$ cat src/rtl/max6675_multi_reader.sv
// Round-robin MAX6675 thermocouple scanner: one SPI mode-0 receive engine on a shared SCK/MISO, per-channel CS.
// Optional per-channel last-good temperature hold on faulted frames: define MAX6675_FAULT_HOLD_EN.
module max6675_multi_reader #(
    parameter int unsigned NUM_CH             = 4,
    parameter int unsigned CLKS_PER_HALF_BIT  = 13,
    parameter int unsigned CS_SETUP_CLKS      = 10,
    parameter int unsigned SAMPLE_PERIOD_CLKS = 22000000,
    localparam int unsigned CH_W = (NUM_CH > 1) ? $clog2(NUM_CH) : 1
) (
    input  logic              i_clk,
    input  logic              i_reset,
    input  logic              i_enable,
    output logic              o_spi_clk,
    output logic [NUM_CH-1:0] o_cs_n,
    input  logic              i_spi_miso,
    output logic              o_dv,
    output logic [CH_W-1:0]   o_ch,
    output logic [11:0]       o_temp,
    output logic              o_open,
    output logic              o_bus_err,
    output logic [15:0]       o_frame,
    output logic              o_busy
);

    localparam int unsigned CNT_MAX = (CLKS_PER_HALF_BIT > CS_SETUP_CLKS) ? CLKS_PER_HALF_BIT : CS_SETUP_CLKS;
    localparam int unsigned CNT_W   = (CNT_MAX > 1) ? $clog2(CNT_MAX) : 1;
    localparam int unsigned TMR_W   = (SAMPLE_PERIOD_CLKS > 1) ? $clog2(SAMPLE_PERIOD_CLKS) : 1;
    localparam logic [CH_W-1:0]  LAST_CH  = CH_W'(NUM_CH - 1);
    localparam logic [TMR_W-1:0] TMR_END  = TMR_W'(SAMPLE_PERIOD_CLKS - 1);
    localparam logic [CNT_W-1:0] HALF_END = CNT_W'(CLKS_PER_HALF_BIT - 1);
    localparam logic [CNT_W-1:0] SETUP_END = CNT_W'(CS_SETUP_CLKS - 1);

    typedef enum logic [2:0] {
        IDLE, CS_SETUP, SHIFT, CS_HOLD, PUBLISH, NEXT, WAIT_PERIOD
    } state_t;

    state_t           state;
    logic [CNT_W-1:0] cnt;
    logic [TMR_W-1:0] timer;
    logic [CH_W-1:0]  ch;
    logic [3:0]       bit_idx;
    logic [15:0]      shreg;

`ifdef MAX6675_FAULT_HOLD_EN
    logic [11:0] last_good [NUM_CH];
    logic        faulted;
    assign faulted = shreg[15] | shreg[2] | shreg[1];
`endif

    // All CS high except the selected channel.
    function automatic logic [NUM_CH-1:0] cs_sel(input logic [CH_W-1:0] c);
        cs_sel = ~(NUM_CH'(1) << c);
    endfunction

    always_ff @(posedge i_clk or negedge i_reset) begin
        if (!i_reset) begin
            state     <= IDLE;
            cnt       <= '0;
            timer     <= '0;
            ch        <= '0;
            bit_idx   <= '0;
            shreg     <= '0;
            o_spi_clk <= 1'b0;
            o_cs_n    <= '1;
            o_dv      <= 1'b0;
            o_ch      <= '0;
            o_temp    <= '0;
            o_open    <= 1'b0;
            o_bus_err <= 1'b0;
            o_frame   <= '0;
            o_busy    <= 1'b0;
`ifdef MAX6675_FAULT_HOLD_EN
            for (int i = 0; i < int'(NUM_CH); i++) last_good[i] <= '0;
`endif
        end else begin
            o_dv <= 1'b0;
            // Sweep timer saturates so an overlong sweep restarts right away.
            if (timer != TMR_END) timer <= timer + TMR_W'(1);

            case (state)
                IDLE: begin
                    if (i_enable) begin
                        timer  <= '0;
                        ch     <= '0;
                        cnt    <= '0;
                        o_cs_n <= cs_sel('0);
                        o_busy <= 1'b1;
                        state  <= CS_SETUP;
                    end
                end
                CS_SETUP: begin
                    if (cnt == SETUP_END) begin
                        cnt       <= '0;
                        bit_idx   <= '0;
                        o_spi_clk <= 1'b1;
                        shreg     <= {shreg[14:0], i_spi_miso};
                        state     <= SHIFT;
                    end else begin
                        cnt <= cnt + CNT_W'(1);
                    end
                end
                SHIFT: begin
                    // MISO is captured on the cycle SCK is driven high.
                    if (cnt == HALF_END) begin
                        cnt <= '0;
                        if (o_spi_clk) begin
                            o_spi_clk <= 1'b0;
                        end else if (bit_idx == 4'd15) begin
                            o_cs_n <= '1;
                            state  <= CS_HOLD;
                        end else begin
                            o_spi_clk <= 1'b1;
                            shreg     <= {shreg[14:0], i_spi_miso};
                            bit_idx   <= bit_idx + 4'd1;
                        end
                    end else begin
                        cnt <= cnt + CNT_W'(1);
                    end
                end
                CS_HOLD: begin
                    o_dv      <= 1'b1;
                    o_ch      <= ch;
                    o_frame   <= shreg;
                    o_open    <= shreg[2];
                    o_bus_err <= shreg[15] | shreg[1];
`ifdef MAX6675_FAULT_HOLD_EN
                    if (!faulted) begin
                        last_good[ch] <= shreg[14:3];
                        o_temp        <= shreg[14:3];
                    end else begin
                        o_temp <= last_good[ch];
                    end
`else
                    o_temp    <= shreg[14:3];
`endif
                    state <= PUBLISH;
                end
                PUBLISH: begin
                    o_busy <= 1'b0;
                    cnt    <= '0;
                    state  <= NEXT;
                end
                NEXT: begin
                    if (ch == LAST_CH) begin
                        ch    <= '0;
                        state <= WAIT_PERIOD;
                    end else if (cnt == SETUP_END) begin
                        cnt    <= '0;
                        ch     <= ch + CH_W'(1);
                        o_cs_n <= cs_sel(ch + CH_W'(1));
                        o_busy <= 1'b1;
                        state  <= CS_SETUP;
                    end else begin
                        cnt <= cnt + CNT_W'(1);
                    end
                end
                WAIT_PERIOD: begin
                    if (timer == TMR_END) begin
                        if (i_enable) begin
                            timer  <= '0;
                            cnt    <= '0;
                            o_cs_n <= cs_sel('0);
                            o_busy <= 1'b1;
                            state  <= CS_SETUP;
                        end else begin
                            state <= IDLE;
                        end
                    end
                end
                default: state <= IDLE;
            endcase
        end
    end

endmodule

$ cat config.mk
export PLATFORM = sky130hd
export DESIGN_NAME = max6675_multi_reader
export DESIGN_NICKNAME = d
export VERILOG_FILES = /design/src/rtl/max6675_multi_reader.sv
export SDC_FILE = /design/constraint.sdc
export NUM_CORES = 1
export LEC_CHECK = 0
export CELL_PAD_IN_SITES_DETAIL_PLACEMENT = 0
export CELL_PAD_IN_SITES_GLOBAL_PLACEMENT = 1
export CORE_MARGIN = 4
export CORE_UTILIZATION = 28
export DETAILED_ROUTE_END_ITERATION = 10
export PLACE_DENSITY = 0.65
export RECOVER_POWER = 100
export SYNTH_ARGS = -nofsm -noshare
export SYNTH_HDL_FRONTEND = slang
export SYNTH_SLANG_ARGS = --single-unit
$ cat constraint.sdc
create_clock -name i_clk -period 2.5 [get_ports i_clk]
set_clock_uncertainty 0.1 [all_clocks]
set_input_delay 0.25 -clock i_clk [delete_from_list [all_inputs] [get_ports i_clk]]
set_output_delay 0.25 -clock i_clk [all_outputs]
set_load 0.1 [all_outputs]
==> summary.md, run 1 <==
| Metric | Value |
|---|---|
| Fill count | 1457 |
| Critical Path Start | timer[0] |
| R2r worst-path depth | 6 |
| Global route overflow | 0 |
| Number of port buffers | 42 |
| Number of global-route vias before repair | 2868 |
| CTS Sinks | 80 |
| CTS buffer count | 9 |
| Post-synth top area cell | dfrtp_1 |
| Die width | roughly 130 um |
| Final setup vio count | 0 |
| Most used flip-flop cell after synthesis | dfrtp_1 |
| CTS tree | done |
| Initial DRC count | about 160 |
| RSZ-0062 raised after global routing | false |
| Synth Cell Area | 0.00403 mm^2 |
| Hpwl dp | 5.94 mm |
| CP max FO | 9 |
| Worst-margin pin slew | around 1.2 ns |
| Lkg Pwr | 2.09 nW |
| Initial Utilization | 28.8% |
| Critical path required time | 2.62 ns |
| Mapped Cells | 398 |
| Crit path capture | o_busy |
| Util after Layout | 32.7% |
| Startpoint Class | register |
| Clk_lat worst skew | 0.33 ns |
| Vias | around 2900 |
| Antenna Violating Nets Remaining | 0 |
| Comb pwr share | 28.8% |
| Max-Cap Viols | 0 |
| Fmax | 439 MHz |
| Drt wl/cell | approximately 14 um |
| Initial antenna violation count | 0 |
| Post-synth EDFFs | 0 |
| Worst VDD drop | 0.355 mV |
| Area grow syn2layout | 13.6% |
| CTS resizes | 0 |
| Total GRT Usage | 10.9% |
| Dpl cell area | 0.00444 mm^2 |
| Fin crit share | 91.2% |
| Clock power share | about a third |
| Post-cts hold buffer count | 1 |
| Worst EP arrival | approximately 2.4 ns |
| Min-delay worst type | register to register |
| Share of cells above drive strength 1 | 10.6% |
| P per Cell Area | 977 mW/mm^2 |
| Leading cell types by count after synthesis | dfrtp_1 (76), nand2_1 (67), nor2_1 (42) |
| Root Driver | clkbuf_16 |
| Async SR Flop Fraction | 100% |
| Final setup TNS | 0 ns |
| Longest Clk Path Bufs | 2 |
| Relative slew margins | 20.5% |
| CTS H-tree lvls | 3 |
| Multi-input gate area | 0.00175 mm^2 |
| GP Congestion | 0.789 |
| Setup CP Type | register to register |
| Post-CTS Setup Bufs | 0 |
| Final WL | 8.49 mm |
| Row count | 43 |
| Net Switching | 0.00166 W |
| Tmin final | 2.28 ns |
| Die area | 0.0164 mm^2 |
| RR Endpoint | o_busy |
| Mapped Avg Cell Area | 10.1 um^2 |
| Final Hold Vio Count | 0 |
| Fin area | 0.00458 mm^2 |
| M1 GR Usage | 15.0% |
| DRT Pass-1 Iters | 4 |
| Status | finished clean |
| DRC Markers | 0 |
| Via/cell ratio | 4.68 |
| First-pass GRT wire length | between 10 and 15 mm |
| Antenna diodes | 0 |
| Reg area | between 0.002 and 0.0025 mm^2 |
| Clk slew on worst S/H paths | 0.06 ns |
| Yosys top cell area share | between 40% and 50% |
| GRT met2 Usage | 16.6% |
| Synth top area cells | dfrtp_1 (47%), nand2_1 (6.2%), nor2_1 (3.9%) |
| Sw frac | 37.0% |
| Met3 usage | 2.50% |
| Worst reg2reg setup slack | 0.22 ns |
| Cell internal pwr | 0.00282 W |
| Seq pwr share | around 40% |
| Core Region | 0.0140 mm^2 |
| Crit end category | register |
| GR peak layer | met2 |
| YS warnings | 0 |
| Largest net degree at the start of global routing | 44 |
| Slew Viols, Final | 0 |
| Final nets | 443 |
| Yosys cell types | 61 |
| Count leader, synth | dfrtp_1 |
| Reg-to-reg critical path startpoint | timer[0] |
| Post-synthesis sequential area ratio | 49.8% |
| Num ports | 43 |
| FF+latch count, synth | 80 |
| Die H | ~130 um |
| Syn nets | 411 |
cells by family after synthesis:
family,synth area share [%]
fa+ha+maj,2.79
xor+xnor,5.21
flops,49.8
mux,5.24
buf+inv,6.27
compound gates,8.44
simple gates,22.3
worst max-delay path, stage by stage (launching register included):
cell and delay, ns:
dfrtp_1 0.40, ha_1 0.21, nand4_1 0.16, and3b_1 0.38, nand2_1 0.27, a211o_1 0.36
a211o_1 0.29
flip-flops by register name, indices dropped and copies added, names as in the netlist:
signal	count
o_bus_err	1
o_temp	11
o_ch	2
bit_idx	4
o_cs_n	4
shreg	16
o_frame	5
o_spi_clk	1
timer	25
state	3
ch	2
cnt	4
o_busy	1
o_dv	1
power by group through the flow:
stage / combinational, W / sequential (W) / clock [W]
2_1_floorplan: 0.000708 / 0.00210 / 0
3_3_place_gp: 0.00135 / 0.00178 / 0
3_5_place_dp: 0.00137 / 0.00178 / 0
4_1_cts: 0.00137 / 0.00176 / 0.00147
5_1_grt: 0.00142 / 0.00180 / 0.00153
6_report: 0.00129 / 0.00176 / 0.00143
routing by layer:
| metal | vias to the layer above | routed length [um] |
|---|---|---|
| li1 | 1416 | - |
| met4 | 0 | 195 |
| met3 | 14 | 402 |
| met2 | 73 | 3730 |
| met5 | - | 0 |
| met1 | 1373 | 4160 |
stage by stage:
| stage | setup WS (ns) | std cells | power [W] | hold slack (ns) |
|---|---|---|---|---|
| after floorplan | 0.374 | 398 | 0.00281 | -0.146 |
| after global placement | 0.368 | 598 | 0.00313 | 0.163 |
| after detailed placement | 0.298 | 598 | 0.00315 | 0.173 |
| after CTS | 0.274 | 615 | 0.00461 | 0.350 |
| after global routing | 0.0349 | 615 | 0.00476 | 0.412 |
| final | 0.221 | 615 | 0.00448 | 0.376 |
final cells by class:
type,instances,area share (%)
Clock inverter,5,1.78
Tap cell,180,4.92
Inverter,9,0.738
Clock buffer,11,5.30
Multi-Input combinational cell,278,38.2
Sequential cell,80,43.8
Timing Repair Buffer,52,5.22
placed cells by master (no fill, tap or decap), drive strengths merged, types with 5 or more instances in the layout:
cell	n
nand2	68
inv	8
and3	5
xor2	13
ha	9
mux2	17
xnor2	11
a21oi	8
clkbuf	55
o21ai	10
nor2	44
dfrtp	76
nor3	11
nand4	7
nand3	14
buf	5
worst min-delay path by stage:
stage / start / to / slack, ns / cells after the start
2_1_floorplan: i_reset / bit_idx[0] / -0.15 / 0
3_3_place_gp: i_reset / o_dv / 0.16 / 1
3_5_place_dp: i_reset / o_dv / 0.17 / 1
4_1_cts: i_reset / o_dv / 0.35 / 2
5_1_grt: o_frame[15] / o_frame[15] / 0.41 / 2
6_report: o_frame[15] / o_frame[15] / 0.38 / 2
(Power assumes the default switching activity.)
==> inputs of run 2 (changes only) <==
Settings changed: RECOVER_POWER 100 to 50.
==> run 2 against run 1 <==
Maximum frequency up 4.1%. Sequential cell count unchanged. Non-clock buffer count did not move. Largest power group unchanged. Clock power about the same. Largest cell class unchanged. Setup slack better by 0.091 ns.
==> summary.md, run 2 (synthesis gave the netlist of run 1 again) <==
| Metric | Value |
|---|---|
| Status | finished clean |
| Clk slew on worst S/H paths | about 0.060 ns |
| Min-Delay Path Depth | 2 |
| Slew Viols, Final | 0 |
| Startpoint Class | register |
| Relative slew margins | about 21% |
| Reg-to-reg critical path startpoint | cnt[1] |
| Place WS | about 0.3 ns |
| CP max FO | 4 |
| Sw frac | 36.8% |
| DRC Markers | 0 |
| Fmax | 457 MHz |
| Largest Register | timer |
| Initial DRC count | 143 |
| CTS H-tree lvls | 3 |
| Share of cells above drive strength 1 | 16.3% |
| RSZ-0062 raised after global routing | false |
| Die width | about 130 um |
| Die H | 128 um |
| Crit end category | register |
| Longest Clk Path Bufs | 2 |
| Cell internal pwr | 0.00286 W |
| Min-Delay Endpoint | o_frame[15] |
| Lkg Pwr | 2.20 nW |
| Hpwl dp | ~6 mm |
| Antenna Violating Nets Remaining | 0 |
| Initial Utilization | 28.8% |
| Num ports | 43 |
| Die area | 0.0164 mm^2 |
| Final nets | between 400 and 500 |
| Min-delay worst type | register to register |
| Number of port buffers | 42 |
| CTS resizes | 0 |
| Fin crit share | around 88% |
| Final Hold Vio Count | 0 |
| Total GRT Usage | 10.9% |
| First-pass GRT wire length | roughly 15 mm |
| CTS buffer count | 9 |
| Row count | 43 |
| Tmin final | 2.19 ns |
| Core Region | between 0.01 and 0.015 mm^2 |
| Setup CP Type | register to register |
| Clock power share | 31.6% |
| GP Congestion | between 0.7 and 0.8 |
| P per Cell Area | 965 mW/mm^2 |
| Max-Cap Viols | 0 |
| Root Driver | clkbuf_16 |
| Net Switching | 0.00166 W |
| CTS tree | done |
| Global route overflow | 0 |
| Drt wl/cell | 13.8 um |
| R2r worst-path depth | 8 |
| Final WL | 8.51 mm |
| Post-CTS Setup Bufs | 0 |
| Clk_lat worst skew | 0.33 ns |
| Placed insts | 598 |
| DRT Pass-1 Iters | 4 |
| Number of global-route vias before repair | 2868 |
| RR Endpoint | o_cs_n[2] |
| Critical path required time | 2.65 ns |
| Most frequent cells in the layout | dfrtp_1 (76), nand2_1 (67), nor2_1 (42), buf_4 (28), clkbuf_1 (20) |
| Initial antenna violation count | 0 |
| Worst reg2reg setup slack | between 0.3 and 0.4 ns |
| Seq pwr share | about 40% |
| Most common cell after layout, fill and taps aside | dfrtp_1 |
| Hold_sp | o_frame[15] |
| Comb pwr share | ~29% |
| Worst VDD drop | 0.369 mV |
| Area grow syn2layout | 16.2% |
| Via/cell ratio | 4.69 |
| Max reg flops | 25 |
| CTS Sinks | 80 |
| Worst EP arrival | 2.34 ns |
| Antenna diodes | 0 |
| Final setup vio count | 0 |
| Util after Layout | 33.5% |
| Top Registers | timer x25, shreg x16, o_temp x11 |
| Worst-margin pin slew | 1.20 ns |
| Largest net degree at the start of global routing | 44 |
| Power Total | 0.00452 W |
| Final setup TNS | 0 ns |
| Final setup margin | 0.311 ns |
| Vias | 2886 |
| Non-Filler Instances | 615 |
[run 2: worst max path at each step]
stage | startpoint | endpoint | slack (ns) | depth (start not counted)
6_report | cnt[1] | o_cs_n[2] | 0.31 | 8
5_1_grt | cnt[1] | o_cs_n[2] | 0.04 | 8
4_1_cts | cnt[1] | o_cs_n[2] | 0.27 | 8
3_5_place_dp | cnt[1] | o_cs_n[2] | 0.30 | 8
3_3_place_gp | state[1] | shreg[0] | 0.37 | 4
2_1_floorplan | cnt[1] | shreg[10] | 0.37 | 7
[run 2: metrics by stage]
step | instance area, um^2 | hold slack (ns)
4_1_cts | 4770 | 0.350
2_1_floorplan | 4030 | -0.146
5_1_grt | 4690 | 0.412
3_3_place_gp | 4440 | 0.163
6_report | 4690 | 0.376
3_5_place_dp | 4440 | 0.173
[run 2: area by class of cell]
class | instances | area, um^2
Clock buffer | 11 | 243
Clock inverter | 5 | 81.3
Fill cell | 1424 | 9300
Inverter | 9 | 33.8
Multi-Input combinational cell | 278 | 1770
Sequential cell | 80 | 2010
Tap cell | 180 | 225
Timing Repair Buffer | 52 | 324
[run 2: metal layers]
| metal | wire (um) | vias to the layer above | GRT usage [%] | part of all wire [%] |
|---|---|---|---|---|
| met2 | 3770 | 69 | 16.6 | 44 |
| met3 | 376 | 14 | 2.50 | 4.4 |
| met1 | 4180 | 1386 | 15.0 | 49 |
| met4 | 192 | 0 | 4.49 | 2.3 |
| met5 | 0 | - | 0 | 0 |
| li1 | - | 1417 | - | - |
[run 2: worst max-delay path: stages (launching register included)]
cell	delay, ns
dfrtp_1	0.39
inv_1	0.11
ha_1	0.19
nand4b_1	0.17
buf_4	0.20
nor4_2	0.31
o22ai_1	0.15
a21oi_1	0.30
a2bb2oi_1	0.19
[run 2: timing repair]
item                                   CTS  global route
endpoints found under the hold margin   37             0
hold buffers                             1             0
setup endpoints to repair                0             0
[run 2: power groups by stage]
stage / sequential (W) / clock, W / combinational (W)
after floorplan: 0.00210 / 0 / 0.000708
after global placement: 0.00178 / 0 / 0.00135
after detailed placement: 0.00178 / 0 / 0.00137
after CTS: 0.00176 / 0.00147 / 0.00137
after global routing: 0.00181 / 0.00153 / 0.00146
final: 0.00177 / 0.00143 / 0.00133
